### src/rtl/writeback_arbiter.sv
// Result writeback arbiter: per-source FIFOs, round-robin onto one register-bank write port,
// with a wakeup broadcast mirroring every committed write.
module writeback_arbiter #(
  parameter int unsigned PORTS  = 2,
  parameter int unsigned DWIDTH = 32,
  parameter int unsigned AWIDTH = 7,
  parameter int unsigned DEPTH  = 2
) (
  input  logic                           clk,
  input  logic                           reset,
  input  logic [PORTS-1:0][DWIDTH-1:0]   result_data_i,
  input  logic [PORTS-1:0][AWIDTH-1:0]   result_addr_i,
  input  logic [PORTS-1:0]               result_valid_i,
  output logic [PORTS-1:0]               result_ready_o,
  input  logic                           flush,
  output logic [DWIDTH-1:0]              write_data,
  output logic [AWIDTH-1:0]              write_address,
  output logic                           write_enable,
  output logic [AWIDTH-1:0]              wakeup_addr,
  output logic                           wakeup_valid,
  output logic                           busy
);

  localparam int unsigned CW = $clog2(DEPTH) + 1;
  localparam int unsigned PW = (DEPTH > 1) ? $clog2(DEPTH) : 1;
  localparam int unsigned SW = (PORTS > 1) ? $clog2(PORTS) : 1;

  typedef struct packed {
    logic [AWIDTH-1:0] addr;
    logic [DWIDTH-1:0] data;
  } entry_t;

  entry_t           mem [PORTS][DEPTH];
  logic [CW-1:0]    count [PORTS];
  logic [PW-1:0]    rd_ptr [PORTS];
  logic [PW-1:0]    wr_ptr [PORTS];
  entry_t           head_c [PORTS];

  logic [PORTS-1:0] nonempty_c;
  logic [PORTS-1:0] push_c;
  logic [PORTS-1:0] pop_c;

  logic [SW-1:0]    rr_ptr;
  logic [SW-1:0]    rr_next_c;
  logic [SW-1:0]    grant_idx_c;
  logic             grant_valid_c;
  entry_t           grant_entry_c;

  // Pointer advance modulo DEPTH (also correct for DEPTH == 1).
  function automatic logic [PW-1:0] ptr_inc(input logic [PW-1:0] p);
    return (p == PW'(DEPTH - 1)) ? '0 : p + PW'(1);
  endfunction

  for (genvar gi = 0; gi < int'(PORTS); gi++) begin : g_fifo
    // Ready looks only at the registered count, never at this cycle's pop.
    assign result_ready_o[gi] = (count[gi] != CW'(DEPTH)) & reset;
    assign nonempty_c[gi]     = (count[gi] != '0);
    assign push_c[gi]         = result_valid_i[gi] & result_ready_o[gi] & ~flush;
    assign pop_c[gi]          = grant_valid_c & (grant_idx_c == SW'(gi));
    assign head_c[gi]         = mem[gi][rd_ptr[gi]];

    always_ff @(posedge clk) begin
      if (push_c[gi]) begin
        mem[gi][wr_ptr[gi]] <= {result_addr_i[gi], result_data_i[gi]};
      end
    end

    always_ff @(posedge clk or negedge reset) begin
      if (!reset) begin
        count[gi]  <= '0;
        rd_ptr[gi] <= '0;
        wr_ptr[gi] <= '0;
      end else if (flush) begin
        count[gi]  <= '0;
        rd_ptr[gi] <= '0;
        wr_ptr[gi] <= '0;
      end else begin
        if (push_c[gi]) wr_ptr[gi] <= ptr_inc(wr_ptr[gi]);
        if (pop_c[gi])  rd_ptr[gi] <= ptr_inc(rd_ptr[gi]);
        case ({push_c[gi], pop_c[gi]})
          2'b10:   count[gi] <= count[gi] + CW'(1);
          2'b01:   count[gi] <= count[gi] - CW'(1);
          default: count[gi] <= count[gi];
        endcase
      end
    end
  end

  // Round-robin pick: lowest non-empty index >= rr_ptr, else lowest below it.
  always_comb begin
    grant_valid_c = 1'b0;
    grant_idx_c   = '0;
    for (int j = int'(PORTS) - 1; j >= 0; j--) begin
      if (nonempty_c[SW'(j)] && (SW'(j) < rr_ptr)) begin
        grant_valid_c = 1'b1;
        grant_idx_c   = SW'(j);
      end
    end
    for (int j = int'(PORTS) - 1; j >= 0; j--) begin
      if (nonempty_c[SW'(j)] && (SW'(j) >= rr_ptr)) begin
        grant_valid_c = 1'b1;
        grant_idx_c   = SW'(j);
      end
    end
    if (flush) grant_valid_c = 1'b0;
  end

  assign grant_entry_c = head_c[grant_idx_c];
  assign rr_next_c     = (grant_idx_c == SW'(PORTS - 1)) ? '0 : grant_idx_c + SW'(1);

  // Write-port register; address 0 consumes a grant but never writes.
  always_ff @(posedge clk or negedge reset) begin
    if (!reset) begin
      rr_ptr        <= '0;
      write_enable  <= 1'b0;
      write_data    <= '0;
      write_address <= '0;
    end else if (flush) begin
      rr_ptr       <= '0;
      write_enable <= 1'b0;
    end else if (grant_valid_c) begin
      rr_ptr <= rr_next_c;
      if (grant_entry_c.addr != '0) begin
        write_enable  <= 1'b1;
        write_data    <= grant_entry_c.data;
        write_address <= grant_entry_c.addr;
      end else begin
        write_enable <= 1'b0;
      end
    end else begin
      write_enable <= 1'b0;
    end
  end

  assign wakeup_addr  = write_address;
  assign wakeup_valid = write_enable;
  assign busy         = (|nonempty_c) | write_enable;

endmodule

### config.mk
export PLATFORM = sky130hd
export DESIGN_NAME = writeback_arbiter
export DESIGN_NICKNAME = d
export VERILOG_FILES = /design/src/rtl/writeback_arbiter.sv
export SDC_FILE = /design/constraint.sdc
export NUM_CORES = 1
export LEC_CHECK = 0
export CAP_MARGIN = 20
export CORE_ASPECT_RATIO = 1.5
export CORE_MARGIN = 2
export CORE_UTILIZATION = 30
export CTS_BUF_LIST = sky130_fd_sc_hd__clkbuf_2
export CTS_CLUSTER_SIZE = 16
export DETAILED_ROUTE_END_ITERATION = 10
export PLACE_DENSITY_LB_ADDON = 0.3
export REMOVE_ABC_BUFFERS = 1
export SLEW_MARGIN = 20
export SYNTH_ARGS = -nofsm -noshare
export SYNTH_HDL_FRONTEND = slang
export SYNTH_SLANG_ARGS = --single-unit
### constraint.sdc
create_clock -name clk -period 10.9 [get_ports clk]
set_input_delay 2.18 -clock clk [delete_from_list [all_inputs] [get_ports clk]]
set_output_delay 2.18 -clock clk [all_outputs]
set_load 0.005 [all_outputs]
=== After elaboration in Yosys (flattened, before gate mapping) ===
Memories as Yosys holds them, arrays and structs flattened.
Cells that the tools add are included.

* $add $sub $neg: 6
* $mul: 0
* Divide/modulo/power cells: 0
* Order comparisons: 7
* Eq/ne operators: 4
* Shifts and indexed selects: 0
* Mux-type cells: 32
* Bitwise operators: 11
* Reduce and logical (&&, ||, !) cells: 13

{| class="wikitable"
|+ Operators with widths
! cell !! count
|-
| $mux W39 || 5
|-
| $mux W78 || 2
|-
| $demux W39 S1 || 2
|-
| $mux W1 || 19
|-
| $reduce_bool A2 Y1 || 5
|-
| $reduce_bool A7 Y1 || 1
|-
| $and A1 B1 Y1 || 6
|-
| $ge A2 B2 Y1 const B || 3
|-
| $mux W2 || 3
|-
| $not A1 Y2 || 3
|-
| $add A2 B1 Y2 const B || 2
|-
| $logic_and A1 B1 Y1 || 4
|-
| $lt A2 B1 Y1 const B || 2
|-
| $ne A2 B2 Y1 const B || 2
|-
| $pmux W2 S2 || 1
|-
| $add A1 B1 Y1 const B || 3
|-
| $reduce_and A3 Y1 || 1
|-
| $reduce_bool A3 Y1 || 1
|-
| $eq A2 B1 Y1 const B || 1
|-
| $eq A2 B2 Y1 const B || 1
|-
| $reduce_or A2 Y1 || 1
|-
| $sub A2 B1 Y2 const B || 1
|-
| $ge A1 B1 Y1 const A || 1
|-
| $lt A1 B1 Y1 const A || 1
|-
| other kinds (2) || 2
|}

* Register bits: 48
* Bits in latches: 0
* Memory bits (writable): 156
* ROM bits: 0
* Bits of input ports: 83
* Output and inout port bits: 51
* Logic and storage cells: 83
* Memories: 1

{| class="wikitable"
|+ Memories
! name !! depth !! bits a word !! read ports !! clocked after memory_dff !! wr ports !! line !! source
|-
| mem || 2 || 78 || 1 || 0 || 2 || 33 || <nowiki>entry_t mem [PORTS][DEPTH];</nowiki>
|}

=== Depth between registers and ports, before layout ===
* Depth in word-level cells: 8
* Mapped depth: 7
* Depth with buffers taken out: 6

=== Worst setup path after synthesis ===
OpenSTA, ideal clock, no wires.

* Path kind: input to register
* Start point: input flush
* End point: memory mem[0][0] in the netlist's numbering (enable)
* Setup time: 0.492 ns
* Arrival: 5.267 ns
* Data required time: 10.408 ns
* Slack: 5.141 ns
* Cell stages on the path: 2
* Path buffers: 1
* Cells stage by stage: clkbuf_1 > nor3b_1

{| class="wikitable"
|+ RTL lines
! element !! line !! source
|-
| from (decl) || 15 || <nowiki>input logic flush,</nowiki>
|-
| to (decl) || 33 ||
|}

=== Final worst setup path ===
* Start point: input reset
* End point: output result_ready_o[1]

* Cells in the longest elaborated chain, start to end: 1

{| class="wikitable"
|+ RTL lines
! element !! line !! source
|-
| from (decl) || 10 || <nowiki>input logic reset,</nowiki>
|-
| $and A1 B1 Y1 || 56 || <nowiki>assign result_ready_o[gi] = (count[gi] != CW'(DEPTH)) & reset;</nowiki>
|-
| to (decl) || 14 || <nowiki>output logic [PORTS-1:0] result_ready_o,</nowiki>
|}

No other way between the ends.

==> results by group <==
Run status
  – Outcome: complete, no violations

STA
  – Hold WS: 0.5267 ns
  – Max_slew headroom: 45.43%
  – TNS Setup: 0 ns
  – Post-layout minimum cycle time: 5.847 ns
  – Worst Skew: 0.03828 ns
  – Post-route setup slack: 5.053 ns
  – Max Slew Vio Count: 0
  – Final Hold Vio Count: 0
  – Final Cycle Share: 53.64%
  – Unrepaired setup endpoints after global routing: no
  – # setup viols final: 0
  – Max frequency: 0.1710 GHz
  – Measured slew at the worst slew-check pin: 0.8167 ns

Floorplan
  – Die height: 157.4 um
  – Die width: 106.3 um
  – Row Count: 56
  – Die area: 16720 um^2
  – Core area: 15480 um^2
  – Starting Density: 30.39%
  – Io pins: 134

Synthesis
  – Post-Syn Area per Cell: 18.03 um^2
  – Ys Warns: 0
  – Synth area leaders: edfxtp_1 (50%), dfrtp_1 (24%), mux2_2 (15%)
  – Post-synth EDFFs: 78
  – Cell with the most instances after synthesis: edfxtp_1
  – Asr flop ratio synth: 37.10%
  – #FFs+latches synth: 124
  – Synth area leader: edfxtp_1
  – Mapped Cells: 261
  – Synthesized area: 4706 um^2
  – Synth top area share: 49.77%
  – Seq/Total Area, Yosys: 74.24%
  – Post-synth top cells: edfxtp_1 (78), mux2_2 (61), dfrtp_1 (46)
  – Cell variety after synth: 31
  – Prevailing post-synth register cell: edfxtp_1

GRT
  – Overflow after GRT: 0
  – First-pass GRT wire length: 13950 um
  – Largest net degree at the start of global routing: 51
  – Initial antenna violation count: 1
  – Total track usage: 11.55%
  – Number of global-route vias before repair: 2709

Finish
  – Final net count: 447
  – Synth-to-layout area growth: 29.51%
  – Layout cells sized above 1: 28.80%

Worst setup path
  – Critical path arrival: 3.67 ns
  – Data required time of the worst path: 8.72 ns
  – Reg2Reg Setup Slack: 8.12 ns
  – Depth of the worst register-to-register path: 5
  – Crit-path max FO: 50
  – Critical path class: primary input to output port
  – R2r startpoint: rd_ptr[1]
  – FF-to-FF End: write_data[1]
  – Crit end category: output port
  – Critical path launch point type: primary input

Clocking
  – CTS root buf: clkbuf_2
  – Reg clk slew, reported paths: 0.16 ns
  – Total number of H-tree levels: 4
  – CTS Hold Buffers Added: 0
  – Skew-Pair Late Insertion Delay: 0.65 ns
  – CTS Buf Count: 17
  – Setup Buffers After CTS: 0
  – Resize count post-CTS: 0
  – Clock buffer depth: 2
  – CTS sink cnt: 124
  – CTS tree: done

Drt
  – 1st-iter DRT viols: 66
  – Vias: 2507
  – DR DRC count: 0
  – Wire per inst: 15.85 um
  – TritonRoute pass-1 iters: 4
  – Antenna Nets Post-Route: 0
  – Via/cell ratio: 4.330
  – DRT Wirelength: 9177 um

Worst hold path
  – HP Class: flip-flop to flip-flop
  – WHS Path Cells: 2
  – Hold_sp: count[2]
  – Hold EP: count[3]

Placement
  – Placed wire-length estimate: 5762 um
  – Placer Congestion: 0.7240
  – Pre-CTS WS: 5.020 ns
  – Port bufs: 94

Pwr
  – P_leak: 2.207 nW
  – Pwr per Cell Area: 167.2 nW/um^2
  – Total Power: 1.019 mW
  – Peak VDD IR: 80.07 uV

Run
  – Number of max-cap violations: 0
-- through the flow --
step | util, % | instances | instance area, um^2
2_1_floorplan | - | 242 | 4586
3_3_place_gp | 37.76 | 546 | 5847
3_5_place_dp | 37.76 | 546 | 5847
4_1_cts | 39.34 | 578 | 6092
5_1_grt | 39.36 | 579 | 6095
6_report | 39.36 | 579 | 6095
-- routing by layer --
| layer | global-route usage [%] | vias to the layer above | wire length [um] |
|---|---|---|---|
| li1 | - | 1162 | - |
| met1 | 11.52 | 1279 | 3462 |
| met2 | 21.73 | 57 | 5211 |
| met3 | 3.354 | 9 | 351 |
| met4 | 5.451 | 0 | 152 |
| met5 | 0 | - | 0 |
-- registers in the layout, summed over array words and instances (netlist names) --
register      cells
wakeup_addr       7
write_data       32
mem              78
wr_ptr            1
wakeup_valid      1
count             4
rd_ptr            1
-- cell families (layout without fill, tap and decap cells) --
logic type,Yosys count,in the layout,synth area share [%]
flops,124,124,74.24
simple gates,22,22,2.446
other cells,0,1,0
xor+xnor,3,3,0.5585
compound gates,12,12,1.994
mux,71,71,17.04
fa+ha+maj,2,2,0.5317
buf+inv,27,141,3.191
-- worst max path at each step --
stage / from / to / slack, ns / cells past startpoint
after floorplan: result_valid_i[0] / mem[0][0] / 5.18 / 2
after global placement: reset / result_ready_o[1] / 5.03 / 4
after detailed placement: reset / result_ready_o[1] / 5.02 / 4
after CTS: reset / result_ready_o[1] / 5.02 / 4
after global routing: reset / result_ready_o[1] / 4.88 / 4
final: reset / result_ready_o[1] / 5.05 / 4
-- cell type report --
class                   instances  area, um^2
diodes                          1       2.502
flip-flops and latches        124        3495
inverters                       8       30.03
well taps                     203       254.0
repair buffers                101       988.4
clock inverters                13       150.1
clock buffers                  19       95.09
multi-input cells             110        1080
fillers                      1473        9390
-- worst max-delay path, cell delays in order --
cell	delay, ns
buf_2	0.08
buf_4	0.55
nor2b_1	0.29
clkdlybuf4s50_1	0.54
-- where the power goes --
part	switching [mW]	internal [mW]
combinational	0.0512	0.111
clock	0.168	0.127
sequential	0.0206	0.540
total	0.240	0.779
-- cells in the final DEF (no fill, tap or decap), types with 2 or more instances in the layout --
cell type / count
clkdlybuf4s50_1: 93
edfxtp_1: 78
mux2_2: 61
dfrtp_1: 45
clkbuf_2: 19
inv_1: 8
mux2i_1: 7
buf_4: 7
nor2_1: 6
o22ai_1: 6
nand2_1: 4
nand3_1: 3
mux2_4: 3
clkinv_1: 3
clkinv_2: 3
clkinv_4: 3
bufinv_16: 3
a21oi_1: 2
o21ai_0: 2
xor2_1: 2
ha_1: 2
(Power assumes the default switching activity.)
